**config.mk**
```make
export PLATFORM = sky130hd
export DESIGN_NAME = mem_read_arbiter_flat
export DESIGN_NICKNAME = d
export VERILOG_FILES = /design/src/rtl/mem_read_arbiter_pkg.sv /design/src/rtl/mem_read_arbiter_if.sv /design/src/rtl/mem_read_arbiter_lat_tag_pipe.sv /design/src/rtl/mem_read_arbiter.sv /design/src/flat_wrapper.sv
export SDC_FILE = /design/constraint.sdc
export NUM_CORES = 1
export LEC_CHECK = 0
export ABC_CLOCK_PERIOD_IN_PS = 2300
export CORE_MARGIN = 2
export CORE_UTILIZATION = 30
export CTS_BUF_LIST = sky130_fd_sc_hd__clkbuf_8
export CTS_CLUSTER_DIAMETER = 60
export DETAILED_ROUTE_END_ITERATION = 8
export PLACE_DENSITY = 0.57
export SYNTH_ARGS = -nofsm -noshare
export SYNTH_HDL_FRONTEND = slang
export SYNTH_HIERARCHICAL = 1
export SYNTH_SLANG_ARGS = --single-unit
```
**constraint.sdc**
```tcl
create_clock -name clk -period 2.3 [get_ports clk]
set_clock_uncertainty 0.05 [all_clocks]
set_input_delay 0.23 -clock clk [delete_from_list [all_inputs] [get_ports clk]]
set_output_delay 0.23 -clock clk [all_outputs]
set_load 0.1 [all_outputs]
```
**src/rtl/mem_read_arbiter_pkg.sv**
```systemverilog
// Shared types and constants for the two-port ROM read arbiter.
package arb_pkg;

    localparam int ADDR_W_DEF = 8;
    localparam int DATA_W_DEF = 32;

    localparam logic PORT_DISP = 1'b0;
    localparam logic PORT_AUX  = 1'b1;

    typedef struct packed {
        logic valid;
        logic port;
    } tag_t;

    function automatic logic other_port(input logic port);
        return ~port;
    endfunction

endpackage

```
**src/rtl/mem_read_arbiter_if.sv**
```systemverilog
// Requester and memory-side bus of the ROM read arbiter.
interface mem_read_arbiter_if #(
    parameter int ADDR_W = 8,
    parameter int DATA_W = 32
);
    logic              req0;
    logic              req1;
    logic [ADDR_W-1:0] addr0;
    logic [ADDR_W-1:0] addr1;
    logic              gnt0;
    logic              gnt1;
    logic              rvalid0;
    logic              rvalid1;
    logic [DATA_W-1:0] rdata0;
    logic [DATA_W-1:0] rdata1;
    logic              mem_en;
    logic [ADDR_W-1:0] mem_addr;
    logic [DATA_W-1:0] mem_rdata;

    // master: requesters plus the ROM; slave: the arbiter itself
    modport master (
        output req0, req1, addr0, addr1, mem_rdata,
        input  gnt0, gnt1, rvalid0, rvalid1, rdata0, rdata1, mem_en, mem_addr
    );

    modport slave (
        input  req0, req1, addr0, addr1, mem_rdata,
        output gnt0, gnt1, rvalid0, rvalid1, rdata0, rdata1, mem_en, mem_addr
    );
endinterface

```
**src/rtl/mem_read_arbiter_lat_tag_pipe.sv**
```systemverilog
// MEM_LAT-deep shift register of {valid, port} tags matching the ROM read latency.
module lat_tag_pipe
    import arb_pkg::*;
#(
    parameter int MEM_LAT = 1
) (
    input  logic clk,
    input  logic rst_n,
    input  tag_t tag_in,
    output tag_t tag_out
);

    tag_t stage [MEM_LAT];

    always_ff @(posedge clk) begin
        if (!rst_n) begin
            for (int i = 0; i < MEM_LAT; i++) begin
                stage[i] <= '0;
            end
        end else begin
            stage[0] <= tag_in;
            for (int i = 1; i < MEM_LAT; i++) begin
                stage[i] <= stage[i-1];
            end
        end
    end

    assign tag_out = stage[MEM_LAT-1];

endmodule

```
**src/rtl/mem_read_arbiter.sv**
```systemverilog
// Round-robin arbiter sharing one fixed-latency synchronous ROM between two readers.
module mem_read_arbiter
    import arb_pkg::*;
#(
    parameter int ADDR_W  = ADDR_W_DEF,
    parameter int DATA_W  = DATA_W_DEF,
    parameter int MEM_LAT = 1,
    parameter int CNT_W   = 16
) (
    input  logic             clk,
    input  logic             rst_n,
    input  logic             hold,
    mem_read_arbiter_if.slave bus,
    output logic [CNT_W-1:0] gcnt0,
    output logic [CNT_W-1:0] gcnt1
);

    logic              rr_ptr;
    logic              grant;
    logic              gnt_port;
    logic [ADDR_W-1:0] issue_addr;
    logic [ADDR_W-1:0] last_addr;
    logic              gnt0_c;
    logic              gnt1_c;
    tag_t              tag_in;
    tag_t              tag_out;

    // Grants are suppressed while reset is asserted so nothing enters the pipe.
    always_comb begin
        grant    = rst_n && !hold && (bus.req0 || bus.req1);
        gnt_port = PORT_DISP;
        if (bus.req0 && bus.req1) begin
            gnt_port = rr_ptr;
        end else if (bus.req1) begin
            gnt_port = PORT_AUX;
        end
    end

    assign gnt0_c     = grant && (gnt_port == PORT_DISP);
    assign gnt1_c     = grant && (gnt_port == PORT_AUX);
    assign issue_addr = (gnt_port == PORT_AUX) ? bus.addr1 : bus.addr0;

    assign bus.gnt0     = gnt0_c;
    assign bus.gnt1     = gnt1_c;
    assign bus.mem_en   = grant;
    assign bus.mem_addr = grant ? issue_addr : last_addr;

    assign tag_in = {grant, gnt_port};

    lat_tag_pipe #(
        .MEM_LAT (MEM_LAT)
    ) u_tag_pipe (
        .clk     (clk),
        .rst_n   (rst_n),
        .tag_in  (tag_in),
        .tag_out (tag_out)
    );

    always_ff @(posedge clk) begin
        if (!rst_n) begin
            rr_ptr      <= PORT_DISP;
            last_addr   <= '0;
            gcnt0       <= '0;
            gcnt1       <= '0;
            bus.rvalid0 <= 1'b0;
            bus.rvalid1 <= 1'b0;
            bus.rdata0  <= '0;
            bus.rdata1  <= '0;
        end else begin
            if (grant) begin
                rr_ptr    <= other_port(gnt_port);
                last_addr <= issue_addr;
            end
            if (gnt0_c && (gcnt0 != '1)) begin
                gcnt0 <= gcnt0 + 1'b1;
            end
            if (gnt1_c && (gcnt1 != '1)) begin
                gcnt1 <= gcnt1 + 1'b1;
            end
            // Pipe output lines up with mem_rdata for the read issued MEM_LAT cycles ago.
            bus.rvalid0 <= tag_out.valid && (tag_out.port == PORT_DISP);
            bus.rvalid1 <= tag_out.valid && (tag_out.port == PORT_AUX);
            if (tag_out.valid && (tag_out.port == PORT_DISP)) begin
                bus.rdata0 <= bus.mem_rdata;
            end
            if (tag_out.valid && (tag_out.port == PORT_AUX)) begin
                bus.rdata1 <= bus.mem_rdata;
            end
        end
    end

endmodule

```
**src/flat_wrapper.sv**
```systemverilog
// flat-port wrapper written by rule: the top's interface ports become plain ports
module mem_read_arbiter_flat import arb_pkg::*;
#(
    parameter int ADDR_W  = ADDR_W_DEF,
    parameter int DATA_W  = DATA_W_DEF,
    parameter int MEM_LAT = 1,
    parameter int CNT_W   = 16
)
  (clk, rst_n, hold, gcnt0, gcnt1, bus_req0, bus_req1, bus_addr0, bus_addr1, bus_mem_rdata, bus_gnt0, bus_gnt1, bus_rvalid0, bus_rvalid1, bus_rdata0, bus_rdata1, bus_mem_en, bus_mem_addr);
  mem_read_arbiter_if #(.ADDR_W(ADDR_W), .DATA_W(DATA_W)) bus_i ();
  input  logic clk;
  input  logic rst_n;
  input  logic hold;
  output logic [CNT_W-1:0] gcnt0;
  output logic [CNT_W-1:0] gcnt1;
  input wire logic [$bits(bus_i.req0)-1:0] bus_req0;
  input wire logic [$bits(bus_i.req1)-1:0] bus_req1;
  input wire logic [$bits(bus_i.addr0)-1:0] bus_addr0;
  input wire logic [$bits(bus_i.addr1)-1:0] bus_addr1;
  input wire logic [$bits(bus_i.mem_rdata)-1:0] bus_mem_rdata;
  output wire logic [$bits(bus_i.gnt0)-1:0] bus_gnt0;
  output wire logic [$bits(bus_i.gnt1)-1:0] bus_gnt1;
  output wire logic [$bits(bus_i.rvalid0)-1:0] bus_rvalid0;
  output wire logic [$bits(bus_i.rvalid1)-1:0] bus_rvalid1;
  output wire logic [$bits(bus_i.rdata0)-1:0] bus_rdata0;
  output wire logic [$bits(bus_i.rdata1)-1:0] bus_rdata1;
  output wire logic [$bits(bus_i.mem_en)-1:0] bus_mem_en;
  output wire logic [$bits(bus_i.mem_addr)-1:0] bus_mem_addr;
  assign bus_i.req0 = bus_req0;
  assign bus_i.req1 = bus_req1;
  assign bus_i.addr0 = bus_addr0;
  assign bus_i.addr1 = bus_addr1;
  assign bus_i.mem_rdata = bus_mem_rdata;
  assign bus_gnt0 = bus_i.gnt0;
  assign bus_gnt1 = bus_i.gnt1;
  assign bus_rvalid0 = bus_i.rvalid0;
  assign bus_rvalid1 = bus_i.rvalid1;
  assign bus_rdata0 = bus_i.rdata0;
  assign bus_rdata1 = bus_i.rdata1;
  assign bus_mem_en = bus_i.mem_en;
  assign bus_mem_addr = bus_i.mem_addr;
  mem_read_arbiter #(.ADDR_W(ADDR_W), .DATA_W(DATA_W), .MEM_LAT(MEM_LAT), .CNT_W(CNT_W)) u_core (.clk(clk), .rst_n(rst_n), .hold(hold), .bus(bus_i), .gcnt0(gcnt0), .gcnt1(gcnt1));
endmodule
```
# After elaboration in Yosys (flattened, before gate mapping)
# Memory sizes are Yosys's and may differ from the RTL's.
# Index checks and enable logic that the tools add are counted.
[totals]
n_memories = 1
inputBits = 53
ramBits = 2
output_inout_bits = 109
wordCells = 35
register_bits = 107
[op_classes]
bitwise = 2
n_addsub = 2
mux = 8
n_eq_ne = 2
n_reduce_logical = 12
[mem_list]
columns = ["memory", "depth", "word_bits", "read_ports", "rd_clocked_by_memory_dff", "wr", "line", "rtl"]
rows = [
  ["u_core.u_tag_pipe.stage", 1, 2, 1, 0, 1, "mem_read_arbiter_lat_tag_pipe.sv:13", "tag_t stage [MEM_LAT];"],
]
[ops]
columns = ["operator", "count"]
rows = [
  ["adder 16 x 1 -> 16 bit, second input constant", 2],
  ["inequality test 16 bit, second input constant", 2],
  ["2-to-1 mux 8 bit", 2],
  ["logical AND 1 bit", 9],
  ["2-to-1 mux 1 bit", 5],
  ["2-to-1 mux 2 bit", 1],
  ["NOT 1 bit", 2],
  ["OR reduction 2 bit", 1],
  ["zero test 1 bit", 1],
  ["logical OR 1 bit", 1],
]

# Depth between registers and ports, before layout
[logic_depth]
ltp_word = 5
mapped_depth = 7
ltp_nobuf = 5

# Cells and area by module
# The synthesis kept the hierarchy.
[modules_own_cells]
columns = ["mod", "area_each_um2", "n_inst", "seq_area_each_um2", "cells_per_inst"]
rows = [
  ["mem_read_arbiter", 4394.2, 1, 2142.1, 526],
  ["lat_tag_pipe", 52.6, 1, 40.0, 4],
]

# Worst setup path after synthesis
# No wires, ideal clock.
[synth_path]
path_type = "reg2reg"
startpoint = "register u_core.gcnt0[0]"
endpoint = "register u_core.gcnt0[3]"
n_path_buf = 0
synth_period_minus_slack_ns = 2.461
path_stages_with_launch = 6
arrival_time_ns = 2.240
setup_ns = 0.171
required_time_ns = 2.079
setup_slack_ns = -0.161
cell_sequence = "dfxtp_1 > ha_1 > nand4_1 > nor4_4 > nor3_1 > mux2i_1"
[synth_via]
elab_chain_len = 2
word_cells_on_any_way = 3
classes_between = "add/sub: 1; eq/ne: 1; reduce/logical: 1"
[synth_lines]
columns = ["element", "line", "rtl"]
rows = [
  ["start, declared", "mem_read_arbiter.sv:14", "output logic [CNT_W-1:0] gcnt0,"],
  ["start signal, assigned", "mem_read_arbiter.sv:75", "gcnt0 <= gcnt0 + 1'b1;"],
  ["branches (longest 2 deep; another with adder 16 x 1 -> 16 bit)", "n/a", ""],
]
# Several ways; the timed one is not identified.
# A chain may end at the register's enable or synchronous reset.

# Worst setup path after layout
[layout_path]
startpoint = "input port bus_req1"
endpoint = "output port bus_mem_addr[0]"
[layout_via]
elab_chain_len = 4
word_cells_on_any_way = 7
classes_between = "mux: 4; reduce/logical: 3"
[layout_lines]
columns = ["element", "line", "rtl"]
rows = [
  ["start, declared", "flat_wrapper.sv:17", "input wire logic [$bits(bus_i.req1)-1:0] bus_req1;"],
  ["2-to-1 mux 1 bit or logical AND 1 bit (tied branches)", "mem_read_arbiter.sv:34, mem_read_arbiter.sv:32", ""],
  ["2-to-1 mux 1 bit", "mem_read_arbiter.sv:32", "if (bus.req0 && bus.req1) begin"],
  ["2-to-1 mux 8 bit", "mem_read_arbiter.sv:41", "assign issue_addr = (gnt_port == PORT_AUX) ? bus.addr1 : bus.addr0;"],
  ["2-to-1 mux 8 bit *", "n/a", ""],
  ["end, declared", "flat_wrapper.sv:28", "output wire logic [$bits(bus_i.mem_addr)-1:0] bus_mem_addr;"],
]
# Every way passes the cells marked *; elsewhere a longest branch is shown, timed or not.

==> results.cfg <==
[hold_path]
hp-class = primary input to flop
hp-start = bus_mem_rdata[21]

[logic_synthesis]
async_reset_ff_frac = 0
syn_area_mm2 = 0.004447
synth_cells = 530
synth_ff_type = dfxtp_1
yosysWarnings = 6
synth-edff-count = 0
syn_area_per_cell_um2 = 8.390
seq_area_frac_synth = 0.4907
synth_nets = 585
synth_seq_cells = 109
synthDistinctLibCells = 50

[finish]
diodes = 0
fin_cells = 872
fill_cells = 1476
fin_util = 0.4379
layout_common_cells = nand2_1, buf_4, dfxtp_1, a21oi_1, clkdlybuf4s50_1
final_common_cell = nand2_1
drive_above_1_share = 0.2413
area.growth.synth_to_final_pct = 43.13
nets = 738

[worst_setup_path]
cp.buffers_inverters = 4
cp_top_family = buffers and inverters
critPathRequiredTime_ps = 2020
path_cells = clkdlybuf4s50_1 > a21boi_2 > nand2_4 > inv_4 > a222oi_1 > inv_1 > buf_12
r2r-start = u_core/gcnt1[0]$_SDFFE_PN0P_
cpPeakStageDelay_ps = 630
worst-setup-path-type = primary input to output pin
cp.arrival_ps = 1950
cp-startpoint = bus_req1
reg2reg_depth = 5
start_kind = primary input
endpoint = bus_mem_addr[0]
crit_cells = 7
critical-path-slowest-cell = clkdlybuf4s50_1
r2r_slack_ps = 400
end_kind = output pin
cp_max_fo = 9
r2r-end = u_core/gcnt1[4]$_SDFFE_PN0P_

[global_routing]
grt_pass1_vias = 4143
antenna_found_initial = 0
grt_start_max_net_pins = 47
grt_overflow = 0
grt_pass1_wl_um = 21040
grtUsageTotal = 0.1619

[timing]
rsz0062_at_grt = false
slew_headroom = 0.6270
period_minus_slack_ps = 2233
worst_pin_slew_ps = 557.1
finalSetupTns_ps = 0
timing.fmax_ghz = 0.4479
slew_viol_final = 0
whs_ps = 364.5
fin_crit_sh = 0.9707
finalSetupViolCount = 0
setup_ws_ps = 67.29
final-hold-violation-count = 0

[placed_design]
place.gp.congestion = 0.8140
port_buffers = 161
preCtsSetupSlack_ps = -27.62
dpl.cell_count = 855
post-dp-hpwl_um = 9170

[cts]
cts.sinks = 109
clk_path_buf_depth = 2
cts_tree = yes
clk_latency_ps = 380
cts.htree.levels = 3
cts_buffers = 9
path_clk_slew_ps = 110
clock-root-buffer = clkbuf_8

[power]
intPower_w = 0.002533
vdd_drop_max_mv = 0.2621
p_leak_nw = 2.426
p_sw_frac = 0.3079
power_frac_clock = 0.303
seqPwrFrac = 0.530
p_per_area_mw_per_mm2 = 575.0
p_sw_w = 0.001127
pwr-share-comb = 0.167

[floorplan]
dieWidth_um = 125.7
die_area_mm2 = 0.01581
io_pins = 162
die_h_um = 125.7
core-area_mm2 = 0.01453
rows = 44
initial_utilization = 0.3060

[status]
run_status = finished clean

[flow_run]
maxCapViolCount = 0

[route]
ant_nets = 0
post_drt_wl_per_cell_um = 15.06
drc = 0
wl_um = 13140
drt_iter0_drc = 247
drt_first_pass_iters = 6
drt-vias-per-instance = 4.937
dr_total_vias = 4305
## sequential cells by signal, indices dropped and copies added (netlist names), 2 cells and up
signal and cells:
u_core/bus.rdata0 32, u_core/bus.rdata1 32, u_core/gcnt0 16, u_core/gcnt1 16, u_core/last_addr 8, u_core/u_tag_pipe/stage 2
## worst min path at each step
stage                                                     to  slack [ps]  depth (start not counted)
detailed placement        u_core/bus.rdata1[24]$_SDFFE_PN0P_         400                          2
global route              u_core/bus.rdata0[29]$_SDFFE_PN0P_         360                          3
finish                    u_core/bus.rdata0[21]$_SDFFE_PN0P_         360                          3
CTS                       u_core/bus.rdata0[21]$_SDFFE_PN0P_         340                          3
global placement           u_core/bus.rdata0[5]$_SDFFE_PN0P_         390                          2
floorplan           u_core/u_tag_pipe/stage[0][1]$_SDFF_PN0_         300                          1
## per-stage QoR
step	instance area, um^2	total power, W
after global placement	6141	0.002585
final	6365	0.003660
after global routing	6365	0.003822
after detailed placement	6141	0.002590
after CTS	6327	0.003713
after floorplan	4454	0.002350
## what timing repair did
| action | CTS | global route |
|---|---|---|
| buffers inserted | 0 | 0 |
| pin swaps | 1 | 7 |
| gates cloned | 0 | 1 |
| hold buffers | 0 | 0 |
| resized for setup | 1 | 9 |
| setup endpoints to repair | 8 | 8 |
## power by group through the flow
stage	registers [W]	logic [W]	clock network (W)
2_1_floorplan	0.00214	0.000207	0
3_3_place_gp	0.00198	0.000604	0
3_5_place_dp	0.00198	0.000608	0
4_1_cts	0.00194	0.000611	0.00116
5_1_grt	0.00194	0.000639	0.00124
6_report	0.00194	0.000612	0.00111
## worst register-to-register path, cell delays in order, from the launching register on
cell and delay (ps):
dfxtp_2 370, ha_1 230, and4_1 250, and4bb_1 360, or4_1 440, a21oi_1 150
## routing by layer
layer | GRT usage | vias to the layer above | wire [um]
met5 | 0 | - | 0
met4 | 0.05559 | 0 | 223
met3 | 0.03526 | 17 | 719
met2 | 0.2528 | 135 | 6122
met1 | 0.2222 | 2016 | 6071
li1 | - | 2137 | -
## final cells by class
cell class              instances  area, um^2  area share
repair buffers                173        1598      0.2510
clock inverters                 7       58.81    0.009239
multi-input cells             376        2101      0.3301
inverters                      13       55.05    0.008650
flip-flops and latches        109        2191      0.3442
clock buffers                   9       123.9     0.01946
repair inverters                1       7.507    0.001179
well taps                     184       230.2     0.03617
## cell usage after synthesis, types with 2 or more instances
cell,n,area [um^2]
nand4_1,9,56.30
dfxtp_1,109,2182
ha_1,2,25.02
and2_1,4,25.02
nor2_1,14,52.55
nand2_1,161,604.3
nor4b_1,2,17.52
and3_1,3,18.77
nor4_2,7,87.58
nand2b_1,8,50.05
buf_1,2,7.510
o31ai_1,4,30.03
a222oi_1,8,80.08
or4_1,2,15.01
nor3_1,4,20.02
and4_1,6,52.55
a21oi_1,72,360.4
mux2i_1,17,170.2
buf_4,2,15.01
nor4_1,7,43.79
or3_1,4,25.02
o21ai_0,4,20.02
clkbuf_1,25,93.84
nand3_1,10,50.05
o311ai_0,3,26.28
o21a_1,2,15.01
inv_1,12,45.04
buf_2,2,10.01
o41ai_1,3,26.28
o31a_1,2,17.52
## logic make-up (layout without fill, tap and decap cells)
logic type	after synthesis	in the layout	share of synthesized area
multiplexers	17	17	0.03827
adder cells (fa/ha/maj)	2	2	0.005627
flip-flops	109	109	0.4907
buffers and inverters	45	203	0.04192
AO/OA/AOI/OAI	104	104	0.1407
AND/OR/NAND/NOR	253	253	0.2828
No activity file was read; power rests on OpenSTA's default activity.
